`src/rtl/axi_out_txn_guard.sv`:
```
// axi_out_txn_guard
//
// Outbound AXI transaction guard for the host-facing port of the secure
// subsystem. All AXI channels pass through with zero latency. The guard
// counts outstanding writes and reads, closes the AW/AR address channels
// when a direction reaches MaxTxn outstanding, and latches a sticky
// per-direction timeout when a started transaction stops getting responses.
//
// Ports:
//   clk_i             clock
//   rst_i             synchronous active-high reset
//   slv_req_i         AXI request from upstream (data-width converter)
//   slv_resp_o        AXI response to upstream
//   mst_req_o         AXI request to downstream (isolation stage)
//   mst_resp_i        AXI response from downstream
//   clear_i           one-cycle pulse, clears timeout_o and protocol_err_o
//   wr_outstanding_o  outstanding write count
//   rd_outstanding_o  outstanding read count (reads + atomics with R response)
//   timeout_o         sticky timeout flags, bit 0 write, bit 1 read
//   protocol_err_o    sticky flag, response seen with nothing outstanding

package synth_axi_out_pkg;

    typedef struct packed {
        logic [3:0]  id;
        logic [31:0] addr;
        logic [7:0]  len;
        logic [5:0]  atop;
    } synth_axi_out_aw_t;

    typedef struct packed {
        logic [63:0] data;
        logic [7:0]  strb;
        logic        last;
    } synth_axi_out_w_t;

    typedef struct packed {
        logic [3:0] id;
        logic [1:0] resp;
    } synth_axi_out_b_t;

    typedef struct packed {
        logic [3:0]  id;
        logic [31:0] addr;
        logic [7:0]  len;
    } synth_axi_out_ar_t;

    typedef struct packed {
        logic [3:0]  id;
        logic [63:0] data;
        logic [1:0]  resp;
        logic        last;
    } synth_axi_out_r_t;

    typedef struct packed {
        synth_axi_out_aw_t aw;
        logic              aw_valid;
        synth_axi_out_w_t  w;
        logic              w_valid;
        logic              b_ready;
        synth_axi_out_ar_t ar;
        logic              ar_valid;
        logic              r_ready;
    } synth_axi_out_req_t;

    typedef struct packed {
        logic             aw_ready;
        logic             ar_ready;
        logic             w_ready;
        synth_axi_out_b_t b;
        logic             b_valid;
        synth_axi_out_r_t r;
        logic             r_valid;
    } synth_axi_out_resp_t;

endpackage

module axi_out_txn_guard
    import synth_axi_out_pkg::*;
#(
    parameter int unsigned MaxTxn        = 8,
    parameter int unsigned TimeoutCycles = 1024,
    parameter int unsigned CntWidth      = $clog2(MaxTxn + 1),
    parameter int unsigned TmrWidth      = $clog2(TimeoutCycles),
    parameter type axi_req_t             = synth_axi_out_req_t,
    parameter type axi_resp_t            = synth_axi_out_resp_t
) (
    input  logic                clk_i,
    input  logic                rst_i,
    input  axi_req_t            slv_req_i,
    output axi_resp_t           slv_resp_o,
    output axi_req_t            mst_req_o,
    input  axi_resp_t           mst_resp_i,
    input  logic                clear_i,
    output logic [CntWidth-1:0] wr_outstanding_o,
    output logic [CntWidth-1:0] rd_outstanding_o,
    output logic [1:0]          timeout_o,
    output logic                protocol_err_o
);

    localparam logic [CntWidth-1:0] MAX_CNT = CntWidth'(MaxTxn);
    localparam logic [CntWidth:0]   MAX_EXT = (CntWidth + 1)'(MaxTxn);
    localparam logic [CntWidth:0]   ONE_EXT = (CntWidth + 1)'(1);
    localparam logic [TmrWidth-1:0] TMR_MAX = TmrWidth'(TimeoutCycles - 1);
    localparam logic [TmrWidth-1:0] TMR_ONE = TmrWidth'(1);

    logic [CntWidth-1:0] wr_cnt, rd_cnt;
    logic [CntWidth-1:0] wr_cnt_nxt, rd_cnt_nxt;
    logic [CntWidth:0]   wr_ext, rd_ext;
    logic [TmrWidth-1:0] wr_tmr, rd_tmr;
    logic [1:0]          timeout_q;
    logic                perr_q;

    logic aw_open, ar_open;
    logic aw_hs, b_hs, ar_hs, r_beat, r_hs, atomic_hs;
    logic wr_uf, rd_uf;
    logic wr_to_set, rd_to_set;

    // Gates depend only on registered state, so no ready-to-valid path exists.
    assign aw_open = (wr_cnt < MAX_CNT) & ~timeout_q[0];
    assign ar_open = (rd_cnt < MAX_CNT) & ~timeout_q[1];

    always_comb begin
        mst_req_o           = slv_req_i;
        mst_req_o.aw_valid  = slv_req_i.aw_valid & aw_open;
        mst_req_o.ar_valid  = slv_req_i.ar_valid & ar_open;
        slv_resp_o          = mst_resp_i;
        slv_resp_o.aw_ready = mst_resp_i.aw_ready & aw_open;
        slv_resp_o.ar_ready = mst_resp_i.ar_ready & ar_open;
    end

    assign aw_hs     = mst_req_o.aw_valid & mst_resp_i.aw_ready;
    assign b_hs      = mst_resp_i.b_valid & slv_req_i.b_ready;
    assign ar_hs     = mst_req_o.ar_valid & mst_resp_i.ar_ready;
    assign r_beat    = mst_resp_i.r_valid & slv_req_i.r_ready;
    assign r_hs      = r_beat & mst_resp_i.r.last;
    // Atomics with atop[5] set return read data, so they also occupy a read slot.
    assign atomic_hs = aw_hs & slv_req_i.aw.atop[5];

    assign wr_uf = b_hs & (wr_cnt == '0);
    assign rd_uf = r_hs & (rd_cnt == '0);

    // A decrement that would underflow is dropped; the error flag records it.
    always_comb begin
        wr_ext = {1'b0, wr_cnt} + {{CntWidth{1'b0}}, aw_hs};
        if (b_hs && !wr_uf) begin
            wr_ext = wr_ext - ONE_EXT;
        end
        if (wr_ext > MAX_EXT) begin
            wr_ext = MAX_EXT;
        end
        wr_cnt_nxt = wr_ext[CntWidth-1:0];

        rd_ext = {1'b0, rd_cnt} + {{CntWidth{1'b0}}, ar_hs}
               + {{CntWidth{1'b0}}, atomic_hs};
        if (r_hs && !rd_uf) begin
            rd_ext = rd_ext - ONE_EXT;
        end
        if (rd_ext > MAX_EXT) begin
            rd_ext = MAX_EXT;
        end
        rd_cnt_nxt = rd_ext[CntWidth-1:0];
    end

    assign wr_to_set = (wr_tmr == TMR_MAX) & (wr_cnt != '0) & ~b_hs;
    assign rd_to_set = (rd_tmr == TMR_MAX) & (rd_cnt != '0) & ~r_beat;

    always_ff @(posedge clk_i) begin
        if (rst_i) begin
            wr_cnt    <= '0;
            rd_cnt    <= '0;
            wr_tmr    <= '0;
            rd_tmr    <= '0;
            timeout_q <= 2'b00;
            perr_q    <= 1'b0;
        end else begin
            wr_cnt <= wr_cnt_nxt;
            rd_cnt <= rd_cnt_nxt;

            if ((wr_cnt == '0) || b_hs) begin
                wr_tmr <= '0;
            end else if (wr_tmr != TMR_MAX) begin
                wr_tmr <= wr_tmr + TMR_ONE;
            end

            // Any R beat counts as progress, not only the last one.
            if ((rd_cnt == '0) || r_beat) begin
                rd_tmr <= '0;
            end else if (rd_tmr != TMR_MAX) begin
                rd_tmr <= rd_tmr + TMR_ONE;
            end

            // Set has priority over clear so a coincident event is never lost.
            if (wr_to_set) begin
                timeout_q[0] <= 1'b1;
            end else if (clear_i) begin
                timeout_q[0] <= 1'b0;
            end

            if (rd_to_set) begin
                timeout_q[1] <= 1'b1;
            end else if (clear_i) begin
                timeout_q[1] <= 1'b0;
            end

            if (wr_uf || rd_uf) begin
                perr_q <= 1'b1;
            end else if (clear_i) begin
                perr_q <= 1'b0;
            end
        end
    end

    assign wr_outstanding_o = wr_cnt;
    assign rd_outstanding_o = rd_cnt;
    assign timeout_o        = timeout_q;
    assign protocol_err_o   = perr_q;

endmodule

```
`config.mk`:
```
export PLATFORM = sky130hd
export DESIGN_NAME = axi_out_txn_guard
export DESIGN_NICKNAME = d
export VERILOG_FILES = /design/src/rtl/axi_out_txn_guard.sv
export SDC_FILE = /design/constraint.sdc
export NUM_CORES = 1
export LEC_CHECK = 0
export CAP_MARGIN = 15
export CORE_AREA = 2 2 205 207
export CTS_BUF_LIST = sky130_fd_sc_hd__clkbuf_16
export DETAILED_ROUTE_END_ITERATION = 10
export DIE_AREA = 0 0 207 209
export GPL_TIMING_DRIVEN = 0
export PLACE_DENSITY = 0.34
export RECOVER_POWER = 25
export REMOVE_ABC_BUFFERS = 1
export SLEW_MARGIN = 20
export SYNTH_ARGS = -nofsm -noshare
export SYNTH_HDL_FRONTEND = slang
export SYNTH_SLANG_ARGS = --single-unit
```
`constraint.sdc`:
```
create_clock -name clk_i -period 7 [get_ports clk_i]
set_clock_uncertainty 0.15 [all_clocks]
set_input_delay 1.75 -clock clk_i [delete_from_list [all_inputs] [get_ports clk_i]]
set_output_delay 1.75 -clock clk_i [all_outputs]
set_load 0.02 [all_outputs]
```
==> results.yml <==
logic_synthesis:
  yosys.area_share.simple: 0.144
  synth_top_area_share: 0.519
  yosysTopAreaCell: "buf_4"
  synth-compound-area-share: 0.0473
  synth_fa_ha_area_frac: 0.0297
  synthCells: 455
  synth_warnings: 0
  ys_ff_latch: 31
  avgSynthCellArea_um2: 7.97
  ys_async_sr_fraction: 0
  seq_area_frac_synth: 0.171
  synthMuxAreaShare: 0.0169
  synth_top_family_by_area: "buffers and inverters"
  synthFlopType: "dfxtp_1"
  synthTopCellsByCount: "buf_4 (251), dfxtp_1 (31), nor2_1 (22)"
  synth_xor_area_frac: 0.0600
  synth_edf_count: 0
  yosys-top-cells-area: "buf_4 (52%), dfxtp_1 (17%), xor2_1 (2.9%), xnor2_1 (2.7%), nand3_1 (2.6%)"
  yosysMostFrequentCell: "buf_4"
  yosysUniqueCellTypes: 43
  synth_area_um2: 3630
final_layout:
  layout.nets: 504
  postLayoutCoreUtil: 0.0695
  area_growth_pct: -20.9
  n_antenna_cell: 0
  drive_above_1_share: 0.0667
  multi_input_area_um2: 1080
  fill_cells: 4848
  final-instance-count-excl-fill: 779
  ff_latch_area_um2: 621
place:
  dp.cells: 771
  portBuffers: 33
  post-dp-hpwl_mm: 70.1
  gp_congestion: 1.29
detailed_routing:
  routedWlPerCell_um: 92.9
  routed_wl_mm: 72.4
  drc: 0
  viasPerCell: 3.54
  ant_nets: 0
  dr.pass1.iters: 4
  vias: 2760
  drt-initial-drc-count: 309
clocking:
  clockBufferDepth: 2
  postCtsSetupBuffers: 0
  ctsHoldBuffers: 0
  htreeDepth: 2
  clk_pin_slew_ns: 0.06
  root_buffer: "clkbuf_16"
  cts_sinks: 31
  cts_resized: 0
  cts_buffers: 5
  cts_tree: "yes"
  insertion_delay_ns: 0.28
floorplanning:
  num_io_pins: 522
  core_um2: 41300
  rows: 75
  initial_core_util: 0.0878
  die_area_um2: 43300
  die_w_um: 207
  fp.dieH_um: 209
timing:
  whs_ns: 0.373
  rsz0062_at_grt: "no"
  fmax_ghz: 0.195
  worst_pin_slew_ns: 0.715
  finalSetupTns_ns: 0
  setup_viol: 0
  hold_violations: 0
  fin_crit_ns: 5.13
  slew_headroom: 0.519
  finalCritPeriodShare: 0.733
  drv_slew: 0
global_route:
  antenna_found_initial: 0
  grt_usage: 0.325
  grt.overflow.total: 0
  grt_max_degree: 12
  grt_pass1_wl_mm: 78.5
  grt_pass1_vias: 2274
pwr:
  ir_drop_v: 0.0000719
  p_per_area_nw_per_um2: 260
  p_sw_uw: 294
  power_frac_comb: 0.403
  sw_frac_of_total: 0.394
  seqPwrFrac: 0.306
  internal-power_uw: 452
  power.leakage_uw: 0.000897
  p_clk_frac: 0.291
critical_path:
  worst-path-buf-inv: 2
  endpoint_kind: "primary output"
  crit_fanout: 4
  cpMaxStageDelayCell: "dlygate4sd3_1"
  critPathKind: "input port to primary output"
  cpPeakStageDelay_ns: 0.76
  startpoint_type: "input port"
  crit_chain: "dlygate4sd3_1, clkdlybuf4s50_1"
  crit_required_ns: 5.10
  worstPathArrival_ns: 3.23
  crit_family: "buffers and inverters"
outcome:
  status: "completed"
hold_path:
  min_path_type: "register to register"
job:
  maxCapViolations: 0
-- area by class of cell --
| class | count | share of cell area |
|---|---|---|
| Multi-Input combinational cell | 162 | 0.376 |
| Timing Repair Buffer | 33 | 0.115 |
| Clock inverter | 3 | 0.00567 |
| Sequential cell | 31 | 0.216 |
| Clock buffer | 5 | 0.0436 |
| Inverter | 6 | 0.00785 |
| Tap cell | 539 | 0.235 |
-- cells by family (layout without fill, tap and decap cells) --
group,after synthesis,in the layout
compound gates,26,26
xor+xnor,24,24
fa+ha+maj,8,8
buf+inv,262,47
flops,31,31
mux,6,6
simple gates,98,98
-- worst reg2reg max path: stages (launching register included) --
cell	delay [ns]
dfxtp_1	0.52
nor2_1	0.17
and2_1	0.28
and3_1	0.25
fa_1	0.44
ha_1	0.34
inv_1	0.08
ha_1	0.25
xnor2_1	0.14
and4_2	0.23
o31ai_1	0.29
nor4_1	0.10
-- flip-flops by register name, summed over array words and instances (netlist names) --
name,count
protocol_err_o,1
rd_outstanding_o,4
rd_tmr,10
timeout_o,2
wr_outstanding_o,4
wr_tmr,10
-- per-stage QoR --
stage / total power, µW / area [µm²] / setup slack, ns
floorplan: 412 / 1720 / 2.89
global placement: 541 / 2730 / 1.91
detailed placement: 533 / 2730 / 1.92
CTS: 753 / 2870 / 1.91
global route: 784 / 2870 / 1.88
finish: 746 / 2870 / 1.87
-- per-layer routing --
metal  vias to the layer above  part of all wire  GRT usage
met5                         -            0.0094      0.121
met4                        16              0.11      0.254
met3                       120              0.30      0.477
met2                       698              0.49      0.572
met1                      1132             0.096     0.0781
li1                        794                 -          -
-- power groups by stage --
stage | Combinational [µW] | Sequential (µW) | Clock, µW
2_1_floorplan | 174 | 238 | 0
3_3_place_gp | 309 | 232 | 0
3_5_place_dp | 302 | 232 | 0
4_1_cts | 305 | 228 | 220
5_1_grt | 326 | 230 | 228
6_report | 301 | 228 | 217
-- worst paths after layout --
| kind | start | to | slack (ns) | cells past startpoint |
|---|---|---|---|---|
| hold reg to reg | wr_tmr[2] | wr_tmr[2] | 0.37 | 2 |
| setup / recovery | slv_req_i[46] | mst_req_o[46] | 1.87 | 2 |
| hold / removal | wr_tmr[2] | wr_tmr[2] | 0.37 | 2 |
| setup reg to reg | wr_outstanding_o[3] | rd_outstanding_o[1] | 3.61 | 11 |
-- placed cells by master, fill, tap and decap left out, types with 4 or more instances in the layout --
cell / instances
dfxtp_1: 31
nor2_1: 22
clkdlybuf4s50_1: 20
nand3_1: 19
nand2_1: 15
dlygate4sd3_1: 13
xor2_1: 12
xnor2_1: 11
and3_1: 8
a21oi_1: 8
inv_1: 7
ha_1: 7
nand4_1: 6
and2_1: 5
mux2i_1: 5
nand2b_1: 5
clkbuf_16: 5
nor3_1: 4
Note: power is estimated with default switching activity, not from simulation.
